### config.mk
export PLATFORM = sky130hd
export DESIGN_NAME = rvfi_commit_sequencer
export DESIGN_NICKNAME = d
export VERILOG_FILES = /design/src/rtl/rvfi_commit_sequencer.sv
export SDC_FILE = /design/constraint.sdc
export NUM_CORES = 2
export LEC_CHECK = 0
export ABC_CLOCK_PERIOD_IN_PS = 9600
export BUFFER_PORTS_ARGS = -buffer_cell sky130_fd_sc_hd__clkbuf_2
export CAP_MARGIN = 10
export CORE_MARGIN = 5
export CORE_UTILIZATION = 40
export CTS_CLUSTER_DIAMETER = 150
export DETAILED_ROUTE_END_ITERATION = 10
export PLACE_DENSITY = 0.61
export SLEW_MARGIN = 20
export SYNTH_ARGS = -nofsm -noshare
export SYNTH_HDL_FRONTEND = slang
export SYNTH_SLANG_ARGS = --single-unit
### constraint.sdc
create_clock -name clk -period 9.6 [get_ports clk]
set_clock_uncertainty 0.2 [all_clocks]
set_input_delay 0 -clock clk [delete_from_list [all_inputs] [get_ports clk]]
set_output_delay 0 -clock clk [all_outputs]
set_load 0.02 [all_outputs]
### src/rtl/rvfi_commit_sequencer.sv
// In-order commit sequencer: allocates slots in program order, accepts completions by tag and
// retires one done slot per cycle onto RVFI fields. Optional macro RVFI_SEQ_TIMEOUT_EN adds a head watchdog.
module rvfi_commit_sequencer #(
    parameter int DEPTH          = 16,
    parameter int TAG_W          = $clog2(DEPTH),
    parameter int TIMEOUT_CYCLES = 4096
) (
    input  logic             clk,
    input  logic             rst,
    input  logic             alloc_valid,
    output logic             alloc_ready,
    input  logic [31:0]      alloc_pc,
    input  logic [31:0]      alloc_inst,
    output logic [TAG_W-1:0] alloc_tag,
    input  logic             cmp_valid,
    input  logic [TAG_W-1:0] cmp_tag,
    input  logic [4:0]       cmp_rd_addr,
    input  logic [31:0]      cmp_rd_wdata,
    input  logic [31:0]      cmp_pc_wdata,
    input  logic             flush,
    output logic             valid,
    output logic [63:0]      order,
    output logic [31:0]      inst,
    output logic [31:0]      pc_rdata,
    output logic [31:0]      pc_wdata,
    output logic [4:0]       rd_addr,
    output logic [31:0]      rd_wdata,
    output logic             halt,
    output logic             error
);

    localparam int CNT_W = TAG_W + 1;

    if (DEPTH < 2 || (DEPTH & (DEPTH - 1)) != 0 || TIMEOUT_CYCLES < 1) begin : g_bad_cfg
        $error("rvfi_commit_sequencer: DEPTH must be a power of two >= 2 and TIMEOUT_CYCLES >= 1");
    end

    logic [DEPTH-1:0] slot_alloc_q, slot_alloc_d;
    logic [DEPTH-1:0] slot_done_q, slot_done_d;
    logic [31:0]      slot_pc_q [DEPTH];
    logic [31:0]      slot_pc_d [DEPTH];
    logic [31:0]      slot_inst_q [DEPTH];
    logic [31:0]      slot_inst_d [DEPTH];
    logic [4:0]       slot_rd_addr_q [DEPTH];
    logic [4:0]       slot_rd_addr_d [DEPTH];
    logic [31:0]      slot_rd_wdata_q [DEPTH];
    logic [31:0]      slot_rd_wdata_d [DEPTH];
    logic [31:0]      slot_pc_wdata_q [DEPTH];
    logic [31:0]      slot_pc_wdata_d [DEPTH];

    logic [TAG_W-1:0] head_q, head_d, tail_q, tail_d;
    logic [CNT_W-1:0] count_q, count_d;
    logic [63:0]      order_cnt_q, order_cnt_d;

    logic             valid_q, valid_d;
    logic [63:0]      order_q, order_d;
    logic [31:0]      inst_q, inst_d;
    logic [31:0]      pc_rdata_q, pc_rdata_d;
    logic [31:0]      pc_wdata_q, pc_wdata_d;
    logic [4:0]       rd_addr_q, rd_addr_d;
    logic [31:0]      rd_wdata_q, rd_wdata_d;
    logic             halt_q, halt_d;
    logic             error_q, error_d;

    logic             alloc_fire, retire, cmp_hit, cmp_ok, cmp_bad;
    logic             timeout_fire;

    assign alloc_ready = (count_q != CNT_W'(DEPTH)) && !flush && !halt_q;
    assign alloc_tag   = tail_q;
    assign alloc_fire  = alloc_valid && alloc_ready;
    assign retire      = slot_alloc_q[head_q] && slot_done_q[head_q] && !halt_q;
    assign cmp_hit     = cmp_valid && !flush;
    assign cmp_ok      = cmp_hit && slot_alloc_q[cmp_tag] && !slot_done_q[cmp_tag];
    assign cmp_bad     = cmp_hit && !cmp_ok;

    // Slot bookkeeping; flush applies last so it wins over alloc/completion in the same cycle.
    always_comb begin
        slot_alloc_d    = slot_alloc_q;
        slot_done_d     = slot_done_q;
        slot_pc_d       = slot_pc_q;
        slot_inst_d     = slot_inst_q;
        slot_rd_addr_d  = slot_rd_addr_q;
        slot_rd_wdata_d = slot_rd_wdata_q;
        slot_pc_wdata_d = slot_pc_wdata_q;
        head_d          = head_q;
        tail_d          = tail_q;
        count_d         = count_q;

        if (cmp_ok) begin
            slot_done_d[cmp_tag]     = 1'b1;
            slot_rd_addr_d[cmp_tag]  = cmp_rd_addr;
            slot_rd_wdata_d[cmp_tag] = cmp_rd_wdata;
            slot_pc_wdata_d[cmp_tag] = cmp_pc_wdata;
        end
        if (alloc_fire) begin
            slot_alloc_d[tail_q] = 1'b1;
            slot_done_d[tail_q]  = 1'b0;
            slot_pc_d[tail_q]    = alloc_pc;
            slot_inst_d[tail_q]  = alloc_inst;
            tail_d               = tail_q + TAG_W'(1);
        end
        if (retire) begin
            slot_alloc_d[head_q] = 1'b0;
            slot_done_d[head_q]  = 1'b0;
            head_d               = head_q + TAG_W'(1);
        end
        case ({alloc_fire, retire})
            2'b10:   count_d = count_q + CNT_W'(1);
            2'b01:   count_d = count_q - CNT_W'(1);
            default: count_d = count_q;
        endcase
        if (flush) begin
            slot_alloc_d = '0;
            slot_done_d  = '0;
            tail_d       = head_d;
            count_d      = '0;
        end
    end

    always_comb begin
        valid_d     = retire;
        order_d     = order_q;
        order_cnt_d = order_cnt_q;
        inst_d      = inst_q;
        pc_rdata_d  = pc_rdata_q;
        pc_wdata_d  = pc_wdata_q;
        rd_addr_d   = rd_addr_q;
        rd_wdata_d  = rd_wdata_q;
        halt_d      = halt_q;
        error_d     = error_q || cmp_bad || timeout_fire;
        if (retire) begin
            order_d     = order_cnt_q;
            order_cnt_d = order_cnt_q + 64'd1;
            inst_d      = slot_inst_q[head_q];
            pc_rdata_d  = slot_pc_q[head_q];
            pc_wdata_d  = slot_pc_wdata_q[head_q];
            rd_addr_d   = slot_rd_addr_q[head_q];
            rd_wdata_d  = (slot_rd_addr_q[head_q] == 5'd0) ? 32'd0 : slot_rd_wdata_q[head_q];
            if (slot_pc_q[head_q] == slot_pc_wdata_q[head_q]) halt_d = 1'b1;
        end
    end

    always_ff @(posedge clk) begin
        if (rst) begin
            slot_alloc_q <= '0;
            slot_done_q  <= '0;
            head_q       <= '0;
            tail_q       <= '0;
            count_q      <= '0;
            order_cnt_q  <= '0;
            valid_q      <= 1'b0;
            order_q      <= '0;
            inst_q       <= '0;
            pc_rdata_q   <= '0;
            pc_wdata_q   <= '0;
            rd_addr_q    <= '0;
            rd_wdata_q   <= '0;
            halt_q       <= 1'b0;
            error_q      <= 1'b0;
        end else begin
            slot_alloc_q <= slot_alloc_d;
            slot_done_q  <= slot_done_d;
            head_q       <= head_d;
            tail_q       <= tail_d;
            count_q      <= count_d;
            order_cnt_q  <= order_cnt_d;
            valid_q      <= valid_d;
            order_q      <= order_d;
            inst_q       <= inst_d;
            pc_rdata_q   <= pc_rdata_d;
            pc_wdata_q   <= pc_wdata_d;
            rd_addr_q    <= rd_addr_d;
            rd_wdata_q   <= rd_wdata_d;
            halt_q       <= halt_d;
            error_q      <= error_d;
        end
    end

    // Payload storage is qualified by the alloc/done bits, so it needs no reset.
    always_ff @(posedge clk) begin
        slot_pc_q       <= slot_pc_d;
        slot_inst_q     <= slot_inst_d;
        slot_rd_addr_q  <= slot_rd_addr_d;
        slot_rd_wdata_q <= slot_rd_wdata_d;
        slot_pc_wdata_q <= slot_pc_wdata_d;
    end

`ifdef RVFI_SEQ_TIMEOUT_EN
    localparam int TO_W = $clog2(TIMEOUT_CYCLES + 1);

    logic [TO_W-1:0] to_left_q, to_left_d;
    logic            head_pending;

    assign head_pending = slot_alloc_q[head_q] && !slot_done_q[head_q];

    // Down-counter from TIMEOUT_CYCLES; reaching zero while the head is stuck raises error.
    always_comb begin
        to_left_d    = to_left_q;
        timeout_fire = 1'b0;
        if (retire || flush) begin
            to_left_d = TO_W'(TIMEOUT_CYCLES);
        end else if (head_pending && to_left_q != '0) begin
            to_left_d    = to_left_q - TO_W'(1);
            timeout_fire = (to_left_q == TO_W'(1));
        end
    end

    always_ff @(posedge clk) begin
        if (rst) to_left_q <= TO_W'(TIMEOUT_CYCLES);
        else     to_left_q <= to_left_d;
    end

    always_ff @(posedge clk) begin
        if (!rst && timeout_fire) $error("commit timeout");
    end
`else
    assign timeout_fire = 1'b0;
`endif

    assign valid    = valid_q;
    assign order    = order_q;
    assign inst     = inst_q;
    assign pc_rdata = pc_rdata_q;
    assign pc_wdata = pc_wdata_q;
    assign rd_addr  = rd_addr_q;
    assign rd_wdata = rd_wdata_q;
    assign halt     = halt_q;
    assign error    = error_q;

endmodule
# Word-level counts from Yosys, hierarchy flattened
# Cells that the tools add are included.
# op_classes
n_mux	50
order_cmp	11
eq_ne	4
shift	0
addsub	5
div	0
reduce_logical	24
bitwise	10
multipliers	0
# op_table
op	count
$bwmux W512	4
$bmux W32 S4	4
$mux W32	11
$demux W32 S4	2
$bwmux W80	1
$mux W16	5
$add A64 B1 Y64 const B	1
$and A16 B16 Y16	3
$eq A32 B32 Y1	1
$not A16 Y16	2
$or A16 B16 Y16	2
$bmux W5 S4	1
$demux W5 S4	1
$bmux W1 S4	4
$ge A5 B5 Y1 const B	3
$lt A4 B5 Y1 const B	3
$mux W5	3
$not A4 Y5	3
$logic_and A1 B1 Y1	14
$demux W1 S4	3
$ge A4 B1 Y1 const B	3
$mux W4	3
$lt A5 B1 Y1 const B	2
$pmux W5 S2	1
other kinds (13)	24
# totals
out_inout_bits	205
ramBits	0
reg_bits	2437
word_cells	199
memories	0
mem_bits_ro	0
inputBits	142
latch_bits	0

# Depth between registers and ports, before layout
# depth
word_depth	10
ltp_mapped	18
ltp_nobuf	14

# Least setup slack after synthesis
# OpenSTA, ideal clock, no wires.
# synth_path
kind	register to register
start	register slot_done_q[11]
end	register slot_pc_wdata_q[480] (netlist name), enable pin
arrival_time_ps	6759
required_time_ps	8816
stages_incl_launch_ff	7
period_less_slack_ps	7543
setup_slack_ps	2057
cell_sequence	dfxtp_1 nand2b_1 mux4_2 mux4_2 nor3b_2 or3b_1 nor3_1
# synth_between
elab_chain_len	4
# synth_lines
element	line_no	source
start: declaration	39	logic [DEPTH-1:0] slot_done_q, slot_done_d;
start signal: assignment	162	slot_done_q <= slot_done_d;
$bmux W1 S4	73	assign cmp_ok = cmp_hit && slot_alloc_q[cmp_tag] && !slot_done_q[cmp_tag];
$mux W1 (not written as such)	73	
$logic_not A1 Y1	73	
$logic_and A1 B1 Y1	73	
end signal: assignment	185	slot_pc_wdata_q <= slot_pc_wdata_d;
end: declaration	48	logic [31:0] slot_pc_wdata_q [DEPTH];
# No other way between the ends. The select of a mux whose other input is x is not followed.
# A chain may end at the register's enable or synchronous reset.

# Worst setup path after layout
# layout_path
start	register head_q[3]
end	register order_cnt_q[61]
# layout_between
elab_chain_len	4
elab_cells_between_ends	6
cone_classes	mux (4); reduce/logical (2)
# layout_lines
element	line_no	source
start: declaration	51	logic [TAG_W-1:0] head_q, head_d, tail_q, tail_d;
start signal: assignment	147	head_q <= '0;
start signal: assignment	163	head_q <= head_d;
$bmux W1 S4	71	assign retire = slot_alloc_q[head_q] && slot_done_q[head_q] && !halt_q;
$mux W1 (not written as such)	71	
$logic_and A1 B1 Y1 * (2 in a row)	71	
end signal: assignment	166	order_cnt_q <= order_cnt_d;
end: declaration	53	logic [63:0] order_cnt_q, order_cnt_d;
# Mark *: on every way between the ends. The rest lies on a longest branch, timed or not. The select of a mux whose other input is x is not followed.

==> impl.org <==
** Outcome
- The flow ran to the end, and the final reports show no timing, DRC or antenna violations.

** Die
- For this design the top-level I/O count stands at 347.
- Core region area :: 229000 sq um
- Floorplan row count :: 176
- Y dimension of the die :: 489 um
- Horizontal extent of the die :: 489 um
- Initial Util :: 0.401
- Die outline area :: 239000 sq um

** Placed design
- The congestion estimate from routability-driven global placement came to 0.779.
- Including well taps, the total number of placed cells is 7800.
- Post-detailed-placement cell area :: 97400 sq um
- Post-detailed-placement half-perimeter wirelength :: 130000 um
- The count of buffers added on input and output ports is 346.

** Synth
- Share of Yosys cell area claimed by the top area cell type :: 0.695
- Each instance of the synthesized netlist takes up on average 20.0 sq um.
- Top flip-flop cell by instance count after synthesis :: edfxtp_1
- Share of async-settable or async-resettable flops after synthesis :: 0
- Counting flops with a built-in enable in the synthesized netlist gives 2128.
- Post-synthesis cell type with the largest combined area :: edfxtp_1
- Synthesized netlist cell count :: 4592
- Top area cells in the synthesized netlist :: edfxtp_1, mux4_2, dfxtp_1, nand2_1, a21oi_1
- Number of warnings issued by yosys :: 0
- After synthesis the cells add up to 91900 sq um.
- In this run, synthesis produced a sequential element count of 2437.
- Portion of the post-synthesis area used by sequential elements :: 0.763
- Post-Synthesis Net Count :: 4747
- The number of different library cells used by synthesis comes to 49.

** Clocking
- Clk buf depth :: 4
- Buffers added to address setup during post-CTS repair amount to 0.
- CTS sink cnt :: 2437
- After clock tree synthesis, the clock-pin slew on the worst setup and hold paths is 60 ps.
- The tree is rooted in a clkbuf_16.
- CTS Buf Count :: 274
- The clock tree synthesis step divided the H-tree into 5 levels.
- TritonCTS built the clock tree.
- At the later pin of the worst-skew pair, clock insertion delay measures 900 ps.

** Route
- Dividing the detail-routed wire length by the instance count gives 28.2 um.
- Wirelength, routed :: 242000 um
- Via count :: 48100
- Number of remaining DRC errors :: 0
- The first detailed-routing pass ran for 5 iterations.
- The count of nets left with antenna violations once routing finished came out at 0.
- For this block, the initial DRC count from the detailed router was 4929.
- Via/cell ratio :: 5.62

** STA
- The clock period could shrink to 5380 ps.
- The max-slew violation count was 0.
- Setup repair after global routing left no endpoint under its margin.
- Slew HR :: 0.200
- Sum of negative setup slack :: 0 ps
- Worst-Margin Slew :: 1200 ps
- Of the available clock period, the critical path in the final layout requires 0.560.
- The final hold violation count is 0.
- Setup violations remaining at the end of the flow were counted as 0.
- Derived from the worst setup path, the maximum achievable clock frequency is 186 MHz.

** Global routing
- For this run, the total global-route usage over all layers was measured as 0.199.
- The number of global-route vias before repair came to 48500.
- Maximum number of pins on one net before global-route repair :: 178
- The total overflow left after global routing is 0.
- Initial antenna violation count :: 40
- Wire length of the first global-routing pass :: 347000 um

** Min path
- The path class of the tightest hold or removal check is in -> reg.
- Worst hold path stage count :: 5

** Power and ir drop
- Of the total power, the share spent switching nets is 0.197.
- IR analysis of the VDD net gives a maximum drop of 0.208 mV.
- Pwr dens :: 201 nW/um^2
- Share of total power in sequential cells :: 0.529
- The share of total power dissipated in the clock network is 0.454.
- Internal power comes to 17.5 mW.
- Share of total power in combinational logic :: 0.018
- Sw Pwr :: 4.29 mW
- In this run the static leakage power is 34.0 nW.

** Layout
- Fin area :: 109000 sq um
- Leading cell types in the layout, fill and taps excluded :: edfxtp_1, mux4_2, nand2_1, clkbuf_2, dfxtp_1
- Synth-to-Final Area Change :: 18.4%
- Ratio of cells with drive above 1 in the final layout :: 0.270
- At the end of the flow, the number of nets in the layout was 5496.
- Most common library cell in the layout ignoring fill and taps :: edfxtp_1
- For this run, the number of standard cells in the final layout without fillers is 8568.

** Worst setup path
- Data on the critical path is required at its endpoint by 10210 ps.
- Critical register-to-register path endpoint :: order_cnt_q[61]$_SDFFE_PP0N_
- In this run the number of cells on the critical path is 9.
- The setup check on the worst reg-to-reg path leaves a slack of 4220 ps.
- The cell family contributing the most delay on the critical path is buffers and inverters.
- STA classifies the critical path startpoint as a register.
- The critical path goes through inv_6, mux4_2, o22ai_2, a22oi_2, inv_8, buf_4, nand2_1, or4_1, a21oi_1.
- Launching element of the worst setup path :: head_q[3]$_SDFF_PP0_
- Worst path max stage delay :: 830 ps
- The worst setup path is captured at a register.
- Worst EP arrival :: 5990 ps
- R2R depth :: 9
- Together, buffers and inverters on the worst path number 3.
- The startpoint identified for the worst register-to-register timing path is head_q[3]$_SDFF_PP0_.
- The slowest stage of the critical path is the buf_4 cell.
- The setup path with the least slack is of type reg -> reg.
- Timing endpoint of the critical path :: order_cnt_q[61]$_SDFFE_PP0N_
- In this run the worst path has a maximum fanout of 112.

** Job
- Max-cap check violation count :: 0
==> synthesized netlist by cell type, types with 42 or more instances <==
master    number
clkbuf_1     159
edfxtp_1    2128
or3_1         42
buf_1         51
a21oi_1      226
buf_2         48
nand2_1      452
mux4_2       613
a22oi_1      121
dfxtp_1      309
o21ai_0       47
nor2_1        63
==> per-stage QoR <==
stage | hold WS [ps] | setup WS, ps | power, mW | util
2_1_floorplan | -113 | 2060 | 11.9 | -
5_1_grt | 123 | 3690 | 22.5 | 0.475
3_5_place_dp | 201 | 4170 | 12.0 | 0.425
3_3_place_gp | 187 | 4240 | 12.0 | 0.425
6_report | 112 | 4220 | 21.8 | 0.475
4_1_cts | 13.9 | 4140 | 22.0 | 0.475
==> power by group through the flow <==
stage	logic, mW	registers [mW]	clock network, mW
after global routing	0.415	11.5	10.6
after global placement	0.262	11.8	0
after CTS	0.389	11.5	10.1
final	0.388	11.5	9.91
after detailed placement	0.275	11.8	0
after floorplan	0.0786	11.8	0
==> timing repair <==
action | CTS | global route
endpoints found under the setup margin | 0 | 0
endpoints found under the hold margin | 2541 | 0
gates resized for setup | 0 | 0
hold buffers | 290 | 0
==> worst reg2reg max path: cells and delay by family, from the launching register on <==
family          cells  cell delay, ps
compound gates      3             550
flops               1             500
simple gates        2            1160
mux                 1             620
buf+inv             3            2250
==> kinds of logic (layout without fill, tap and decap cells) <==
| logic type | after synthesis | after routing | synth area share |
|---|---|---|---|
| XOR/XNOR | 58 | 58 | 0.00553 |
| other | 0 | 12 | 0 |
| flip-flops | 2437 | 2437 | 0.763 |
| AND/OR/NAND/NOR | 696 | 696 | 0.0335 |
| multiplexers | 614 | 614 | 0.150 |
| buffers and inverters | 285 | 1223 | 0.0125 |
| adder cells (fa/ha/maj) | 13 | 13 | 0.00177 |
| AO/OA/AOI/OAI | 489 | 489 | 0.0337 |
==> state kept, by name (all words and copies together) (netlist names), 32 cells and up <==
register and count:
slot_rd_addr_q 80, order_cnt_q 64, pc_rdata 32, order 64
pc_wdata 32, slot_rd_wdata_q 512, rd_wdata 32, slot_pc_wdata_q 512
slot_pc_q 512, inst 32, slot_inst_q 512
==> worst min-delay path by stage <==
stage                     startpoint                              to  slack [ps]
floorplan                      flush                     alloc_ready        -110
global placement    cmp_rd_wdata[21]  slot_rd_wdata_q[341]$_DFFE_PP_         190
detailed placement         cmp_valid                error$_SDFF_PP0_         200
CTS                            flush       alloc_tag[1]$_SDFFE_PP0P_          10
global route                   flush       alloc_tag[1]$_SDFFE_PP0P_         120
finish                         flush       alloc_tag[1]$_SDFFE_PP0P_         110
==> layout make-up <==
type / instances / area (sq um)
fillers: 18900 / 120000
flip-flops and latches: 2437 / 70100
multi-input cells: 1870 / 20900
clock buffers: 367 / 7530
repair buffers: 735 / 5470
well taps: 3026 / 3790
clock inverters: 98 / 902
inverters: 23 / 98.8
diodes: 12 / 30.0
==> routing by layer <==
| layer | GRT usage | part of all wire | vias to the layer above |
|---|---|---|---|
| li1 | - | - | 20300 |
| met1 | 0.275 | 0.41 | 25500 |
| met2 | 0.325 | 0.49 | 1882 |
| met3 | 0.0377 | 0.071 | 441 |
| met4 | 0.0594 | 0.029 | 26 |
| met5 | 0 | 0.00068 | - |
Power figures use the tool's default switching activity.
